[config.mk]
export PLATFORM = sky130hd
export DESIGN_NAME = layer_arb_2
export DESIGN_NICKNAME = d
export VERILOG_FILES = /design/src/rtl/layer_arb_pkg.sv /design/src/rtl/layer_arb_tag_fifo.sv /design/src/rtl/layer_arb_2.sv
export SDC_FILE = /design/constraint.sdc
export NUM_CORES = 1
export LEC_CHECK = 0
export BUFFER_PORTS_ARGS = -buffer_cell sky130_fd_sc_hd__buf_2
export CORE_MARGIN = 8
export CORE_UTILIZATION = 43
export CTS_CLUSTER_SIZE = 40
export DETAILED_ROUTE_END_ITERATION = 12
export PLACE_DENSITY = 0.84
export SETUP_SLACK_MARGIN = 0.4
export SYNTH_ARGS = -nofsm -noshare
export SYNTH_HDL_FRONTEND = slang
export SYNTH_SLANG_ARGS = --single-unit
export TNS_END_PERCENT = 10
[constraint.sdc]
create_clock -name clk -period 5.89 [get_ports clk]
set_clock_uncertainty 0.15 [all_clocks]
set_input_delay 1.178 -clock clk [delete_from_list [all_inputs] [get_ports clk]]
set_output_delay 1.178 -clock clk [all_outputs]
set_load 0.1 [all_outputs]
[src/rtl/layer_arb_pkg.sv]
// Shared types and helpers for the two-requester layer arbiter.
package layer_arb_pkg;

    typedef enum logic [1:0] {
        IDLE   = 2'd0,
        GRANT0 = 2'd1,
        GRANT1 = 2'd2
    } arb_state_t;

    localparam int TAGW = 1;

    // rr_last names the requester served last; on a tie the other one wins.
    function automatic logic rr_pick1(input logic v0, input logic v1, input logic rr_last);
        return v1 && (!v0 || !rr_last);
    endfunction

endpackage

[src/rtl/layer_arb_tag_fifo.sv]
// Order FIFO holding the owner tag of every vector currently inside the layer.
module layer_arb_tag_fifo
    import layer_arb_pkg::*;
#(
    parameter int DEPTH = 4
) (
    input  logic            clk,
    input  logic            rst_n,
    input  logic            push_i,
    input  logic [TAGW-1:0] din_i,
    input  logic            pop_i,
    output logic [TAGW-1:0] dout_o,
    output logic            full_o,
    output logic            empty_o
);

    localparam int PW = (DEPTH > 1) ? $clog2(DEPTH) : 1;
    localparam int CW = $clog2(DEPTH + 1);

    logic [TAGW-1:0] mem_q [DEPTH];
    logic [PW-1:0]   wr_ptr_q;
    logic [PW-1:0]   rd_ptr_q;
    logic [CW-1:0]   count_q;
    logic [CW-1:0]   count_d;
    logic            do_push_s;
    logic            do_pop_s;

    assign full_o    = (count_q == CW'(DEPTH));
    assign empty_o   = (count_q == CW'(0));
    assign do_push_s = push_i && !full_o;
    assign do_pop_s  = pop_i && !empty_o;
    assign dout_o    = mem_q[rd_ptr_q];

    // Occupancy next-state: simultaneous push and pop cancel out.
    always_comb begin
        count_d = count_q;
        if (do_push_s && !do_pop_s) begin
            count_d = count_q + CW'(1);
        end else if (do_pop_s && !do_push_s) begin
            count_d = count_q - CW'(1);
        end else begin
            count_d = count_q;
        end
    end

    // Storage and pointers; depth is a power of two so pointers wrap naturally.
    always_ff @(posedge clk or negedge rst_n) begin
        if (!rst_n) begin
            wr_ptr_q <= PW'(0);
            rd_ptr_q <= PW'(0);
            count_q  <= CW'(0);
            for (int i = 0; i < DEPTH; i++) begin
                mem_q[i] <= TAGW'(0);
            end
        end else begin
            if (do_push_s) begin
                mem_q[wr_ptr_q] <= din_i;
                wr_ptr_q        <= wr_ptr_q + PW'(1);
            end
            if (do_pop_s) begin
                rd_ptr_q <= rd_ptr_q + PW'(1);
            end
            count_q <= count_d;
        end
    end

endmodule

[src/rtl/layer_arb_2.sv]
// Shares one layer datapath between two streams, whole vectors at a time.
// Define LAYER_ARB_FIXED_PRIO_EN for fixed priority (requester 0 wins ties).
module layer_arb_2
    import layer_arb_pkg::*;
#(
    parameter int T        = 16,
    parameter int N        = 3,
    parameter int M        = 3,
    parameter int TAGDEPTH = 4
) (
    input  logic         clk,
    input  logic         reset_n,
    input  logic         s0_valid,
    output logic         s0_ready,
    input  logic [T-1:0] s0_data,
    input  logic         s1_valid,
    output logic         s1_ready,
    input  logic [T-1:0] s1_data,
    output logic         l_s_valid,
    input  logic         l_s_ready,
    output logic [T-1:0] l_s_data,
    input  logic         l_m_valid,
    output logic         l_m_ready,
    input  logic [T-1:0] l_m_data,
    output logic         m0_valid,
    input  logic         m0_ready,
    output logic [T-1:0] m0_data,
    output logic         m1_valid,
    input  logic         m1_ready,
    output logic [T-1:0] m1_data
);

    localparam int ICW = (N > 1) ? $clog2(N) : 1;
    localparam int OCW = (M > 1) ? $clog2(M) : 1;

    arb_state_t      state_q;
    logic [ICW-1:0]  in_cnt_q;
    logic [OCW-1:0]  out_cnt_q;
    logic            rr_last_s;
    logic            pick1_s;
    logic            push_s;
    logic            pop_s;
    logic            in_fire_s;
    logic            last_in_s;
    logic            out_fire_s;
    logic            fifo_full_s;
    logic            fifo_empty_s;
    logic [TAGW-1:0] head_s;

`ifdef LAYER_ARB_FIXED_PRIO_EN
    assign rr_last_s = 1'b1;
`else
    logic rr_last_q;
    assign rr_last_s = rr_last_q;

    // Remember who finished the last vector for round-robin tie breaks.
    always_ff @(posedge clk or negedge reset_n) begin
        if (!reset_n) begin
            rr_last_q <= 1'b1;
        end else if (last_in_s) begin
            rr_last_q <= (state_q == GRANT1);
        end
    end
`endif

    assign pick1_s    = rr_pick1(s0_valid, s1_valid, rr_last_s);
    assign push_s     = (state_q == IDLE) && (s0_valid || s1_valid) && !fifo_full_s;
    assign in_fire_s  = l_s_valid && l_s_ready;
    assign last_in_s  = in_fire_s && (in_cnt_q == ICW'(N - 1));
    assign out_fire_s = l_m_valid && l_m_ready;
    assign pop_s      = out_fire_s && (out_cnt_q == OCW'(M - 1));

    layer_arb_tag_fifo #(.DEPTH(TAGDEPTH)) u_tag_fifo (
        .clk     (clk),
        .rst_n   (reset_n),
        .push_i  (push_s),
        .din_i   (pick1_s),
        .pop_i   (pop_s),
        .dout_o  (head_s),
        .full_o  (fifo_full_s),
        .empty_o (fifo_empty_s)
    );

    // Input mux: only the granted requester sees the layer's ready.
    always_comb begin
        l_s_valid = 1'b0;
        l_s_data  = {T{1'b0}};
        s0_ready  = 1'b0;
        s1_ready  = 1'b0;
        case (state_q)
            GRANT0: begin
                l_s_valid = s0_valid;
                l_s_data  = s0_data;
                s0_ready  = l_s_ready;
            end
            GRANT1: begin
                l_s_valid = s1_valid;
                l_s_data  = s1_data;
                s1_ready  = l_s_ready;
            end
            default: begin
                l_s_valid = 1'b0;
                l_s_data  = {T{1'b0}};
            end
        endcase
    end

    // Output demux steered by the oldest tag still in the layer.
    always_comb begin
        m0_valid  = 1'b0;
        m1_valid  = 1'b0;
        l_m_ready = 1'b0;
        m0_data   = l_m_data;
        m1_data   = l_m_data;
        if (fifo_empty_s) begin
            l_m_ready = 1'b0;
        end else if (head_s == 1'b0) begin
            m0_valid  = l_m_valid;
            l_m_ready = m0_ready;
        end else begin
            m1_valid  = l_m_valid;
            l_m_ready = m1_ready;
        end
    end

    // Grant FSM: a grant is held until the vector's last word is accepted.
    always_ff @(posedge clk or negedge reset_n) begin
        if (!reset_n) begin
            state_q  <= IDLE;
            in_cnt_q <= ICW'(0);
        end else begin
            case (state_q)
                IDLE: begin
                    if (push_s) begin
                        state_q <= pick1_s ? GRANT1 : GRANT0;
                    end
                end
                GRANT0, GRANT1: begin
                    if (last_in_s) begin
                        in_cnt_q <= ICW'(0);
                        state_q  <= IDLE;
                    end else if (in_fire_s) begin
                        in_cnt_q <= in_cnt_q + ICW'(1);
                    end
                end
                default: begin
                    state_q  <= IDLE;
                    in_cnt_q <= ICW'(0);
                end
            endcase
        end
    end

    // Output word counter; the tag retires with the vector's last word.
    always_ff @(posedge clk or negedge reset_n) begin
        if (!reset_n) begin
            out_cnt_q <= OCW'(0);
        end else if (pop_s) begin
            out_cnt_q <= OCW'(0);
        end else if (out_fire_s) begin
            out_cnt_q <= out_cnt_q + OCW'(1);
        end
    end

endmodule

* Yosys cells after proc, flatten, opt, wreduce, memory -nomap -nowiden
Cells that the tools add are included.
** Word-level totals
- Register bits after elaboration :: 18
- Bits of input ports :: 56
- Output and inout bits :: 54
- Word-level logic and storage cells :: 85
** Operators by class
- $add $sub $neg :: 6
- Order comparisons :: 3
- Equality and inequality tests :: 8
- Mux-type cells :: 27
- Bitwise operators :: 3
- Reduce and logical (&&, ||, !) cells :: 27
** Operator list (number)
- one-hot mux 16 bit (2 select lines) :: 1
- 2-to-1 mux 2 bit :: 7
- logical AND 1 bit :: 12
- 2-to-1 mux 1 bit :: 11
- adder 2 x 1 -> 2 bit, second input constant :: 4
- one-hot mux 2 bit (2 select lines) :: 2
- equality test 2 bit, second input constant :: 3
- greater-or-equal comparator 3 bit, second input constant :: 2
- zero test 1 bit :: 6
- 2-to-1 mux 3 bit :: 2
- inverter 2 -> 3 bit :: 2
- bitwise mux 4 bit :: 1
- AND reduction 2 bit :: 2
- nonzero test 2 bit :: 2
- adder 3 x 1 -> 3 bit, second input constant :: 1
- equality test 3 bit, second input constant :: 1
- zero test 3 bit :: 1
- less-than comparator 3 x 1 -> 1 bit, second input constant :: 1
- inequality test 3 bit, second input constant :: 1
- subtractor 3 x 1 -> 3 bit, second input constant :: 1
- binary-select mux 1 bit (select 2 bit) :: 1
- demux 1 bit (select 2 bit) :: 1
- equality test 2 x 1 -> 1 bit, second input constant :: 1
- zero test 2 bit :: 1
- other kinds (6) :: 7

* Logic depth before layout (Yosys ltp)
- Depth after elaboration :: 12
- Mapped depth :: 11
- Depth with buffers taken out :: 10

* By module
Synthesis repeated with hierarchy kept, for this count alone.
** Unflattened totals
- Cell total of the unflattened synthesis :: 173
- Area, all modules :: 1584.0 sq um
** By module, submodules not included
- layer_arb_2 :: instances 1, cells an instance 120, area an instance 980.9 sq um, seq. area each 176.4 sq um
- layer_arb_tag_fifo :: instances 1, cells an instance 53, area an instance 603.1 sq um, seq. area each 275.3 sq um

* Worst setup path after synthesis
No wires, ideal clock.
- Path kind :: in2out
- Start :: input port s0_valid
- End :: output port l_s_valid
- Data arrival time :: 2634 ps
- Data required time :: 4562 ps
- Path slack :: 1928 ps
- Stages on the path :: 2
- Buffers on the path :: 0
- Cell sequence :: a22oi_1 -> nor2b_1
** On the way
- Cells in the longest elaborated chain, start to end :: 1
** Ends and longest elaborated chain
- start: declaration :: line layer_arb_2.sv:13 : input logic s0_valid,
- one-hot mux 1 bit (2 select lines) :: line layer_arb_2.sv:90 : case (state_q)
- end: declaration :: line layer_arb_2.sv:19 : output logic l_s_valid,
Every way passes these cells.

* Final worst setup path
- Start :: register state_q[0]
- End :: output port l_s_valid
** On the way
- Cells in the longest elaborated chain, start to end :: 2
- Elaborated cells on any way between the ends :: 3
- Classes of those cells :: eq/ne (2); mux (1)
** Ends and longest elaborated chain
- start: declaration :: line layer_arb_2.sv:36 : arb_state_t state_q;
- start signal: assignment :: line layer_arb_2.sv:135 : state_q <= pick1_s ? GRANT1 : GRANT0;
- equality test 2 bit or equality test 2 x 1 -> 1 bit (tied branches) :: line layer_arb_2.sv:90
- one-hot mux 1 bit (2 select lines) (*) :: line layer_arb_2.sv:90
Every way passes the cells marked *; elsewhere a longest branch is shown, timed or not.

==> metrics.txt <==
outcome=finished, final reports clean; clock tree buffer depth=2; Syn Area/Cell=9.35 µm²; TritonCTS clock tree=done; Sinks on Clock Net=18; number of max-cap violations=0; r2r startpoint=state_q[0]; sequential share of the synthesized area=29.8%; fin worst setup slack=2340 ps; Core Rows=21; Final ANT Viol Nets=0; Gates resized, CTS repair=0; Post-CTS Repair Setup Buffers=0; hold path startpoint=u_tag_fifo.rd_ptr_q[1]; yosys warns=0; layout cells sized above 1=42.0%; Buffers on Ports=61; Via density=4.92; layout net count=254; Starting Density=45.1%; GP Congestion=0.745; Post-Syn Area=1520 µm²; global-route wire length before repair=5.09 mm; RSZ-0062 raised after global routing=no; ranking of synthesized cells by area=dfrtp_1 (28%), buf_4 (16%), a22oi_1 (8.4%); CP Class=register to output pin; Slew @ Worst Pin=795 ps; # diodes=0; Clock Latency Late Sink=290 ps; Core Footprint=3360 µm²; die width=75.4 µm; Filler cells=345; Yosys cell types=32; critical path depth=5; Crit. End Element=output pin; post-synth top area share=28.1%; Max Clock Freq=281 MHz; Worst Setup SP=state_q[0]; Hold-fix buffers, CTS=0; CTS HTree Levels=1; Residual DRC=0; TritonRoute pass-1 iters=4; peak supply drop=0.000274 V; die area=5680 µm²; critical path data required time=4560 ps; Worst path max stage delay=570 ps; worst hold stages=1; Reg2Reg Depth=10; Final Critical Period=3550 ps; Place WS=2480 ps; clk slew on worst S/H paths=100 ps; FF/Latch Area=452 µm²; total wire length=3.23 mm; asr flop ratio synth=100%; Arr. time, crit path=2230 ps; R2R Setup Slk=2880 ps; final global-route overflow total=0; Cells after Synth=162; vias in the first global route=1194; power per cell area=692 nW/µm²; delay-heaviest family, CP=adder cells; fin crit share=60.3%; GRT Util Overall=11.2%; startpoint types=register; Leak=0.802 nW; Post-synth EDFFs=0; CP Cell Sequence=inv_1 -> ha_1 -> a22oi_1 -> nor2b_1 -> buf_2; setup TNS=0 ps; Synth area leader=dfrtp_1; CP Buf/Inv Count=2; largest net degree at the start of global routing=23; Slew Limit Fails=0; DIE HEIGHT=75.4 µm; HP Class=register to register; final hold vios=0; Post-Syn Nets=227; flops & latches, synth=18; clk root buf=clkbuf_4; final setup fails=0; Synth Flop Type=dfrtp_1; I/O pins=110; HPWL Detailed=2.61 mm; vias=1151; area of the multi-input gates=769 µm²; CP max FO=19; P&R area growth vs syn=8.67%; DRT iter0 DRCs=35; Max-slew headroom=47.0%; cts bufs inserted=3; mean routed wirelength per cell=13.8 µm; initial antenna violation count=0; crit path max-delay cell type=ha_1
## cell usage after synthesis, drive strengths merged (2+ instances only)
cell / count
buf: 34
nor2b: 18
a22oi: 17
dfrtp: 17
mux2: 10
ha: 8
nor2: 8
inv: 7
nand2: 6
clkbuf: 5
o21ai: 4
xnor2: 3
xor2: 3
a22o: 2
and2: 2
nand2b: 2
nand3b: 2
nor3: 2
## through the flow
| step | std cells | instance area (µm²) | utilization, % | hold WS (ps) | total power [mW] |
|---|---|---|---|---|---|
| floorplan | 162 | 1520 | - | 300 | 1.04 |
| global placement | 230 | 1610 | 47.9 | 325 | 1.05 |
| detailed placement | 230 | 1610 | 47.9 | 329 | 1.07 |
| CTS | 234 | 1650 | 49.0 | 343 | 1.14 |
| global route | 234 | 1650 | 49.0 | 356 | 1.21 |
| finish | 234 | 1650 | 49.0 | 341 | 1.14 |
## state kept, by name (all words and copies together) (netlist names)
name,flops
in_cnt_q,2
out_cnt_q,2
rr_last_q,1
state_q,2
u_tag_fifo.count_q,3
u_tag_fifo.mem_q,4
u_tag_fifo.rd_ptr_q,2
u_tag_fifo.wr_ptr_q,2
## cell families (layout without fill, tap and decap cells)
| family | count (synthesis) | in the layout | share of synthesized area (%) |
|---|---|---|---|
| xor gates and xnor gates | 6 | 6 | 3.47 |
| and+or+nand+nor | 44 | 44 | 16.6 |
| AOI/OAI and AO/OA | 27 | 27 | 13.0 |
| buffers and inverters | 46 | 72 | 19.4 |
| adders and majority gates | 9 | 9 | 7.93 |
| muxes | 12 | 12 | 9.83 |
| DFF | 18 | 18 | 29.8 |
## power breakdown
group	switching, mW	leakage, nW	internal (mW)
sequential	0.0498	0.219	0.184
clock	0.0377	0.0210	0.0376
combinational	0.592	0.562	0.238
total	0.679	0.802	0.460
## metal layers
metal	wire length, µm	up-vias	share of wire, %	GRT usage, %
met5	0	-	0	0
met4	91	0	2.8	7.25
li1	-	571	-	-
met2	1710	23	53	19.3
met1	1300	542	40	12.6
met3	123	15	3.8	1.58
## cell usage in the layout (no fill, tap or decap), drive strengths merged
master	synthesis	routed
clkbuf	5	4
o221ai	1	1
ha	8	8
mux2i	1	1
a22o	2	2
o21ai	4	4
nor2	8	8
xor2	3	3
xnor2	3	3
nor3b	1	1
mux2	10	10
and2	2	2
a21oi	1	1
fa	1	1
nor3	2	2
a22oi	17	17
inv	7	7
nand3b	2	2
a32o	1	1
nor2b	18	18
nand2b	2	2
nand4b	1	1
nand2	6	6
dfstp	1	1
dfrtp	17	17
buf	34	61
mux4	1	1
or3	1	1
nor4b	1	1
a21boi	1	1
## layout make-up
type | count | area share, %
Tap cell | 46 | 3.50
Clock buffer | 4 | 2.20
Timing Repair Buffer | 61 | 18.5
Multi-Input combinational cell | 98 | 46.7
Inverter | 7 | 1.60
Sequential cell | 18 | 27.4
## path summary, 6_finish.rpt
| kind | end |
|---|---|
| hold reg to reg | u_tag_fifo.rd_ptr_q[1] |
| max in group asynchronous | rr_last_q |
| hold / removal | u_tag_fifo.rd_ptr_q[1] |
| setup / recovery | l_s_valid |
| min in group asynchronous | u_tag_fifo.wr_ptr_q[1] |
| setup reg to reg | u_tag_fifo.count_q[2] |
No activity file was read; power rests on OpenSTA's default activity.
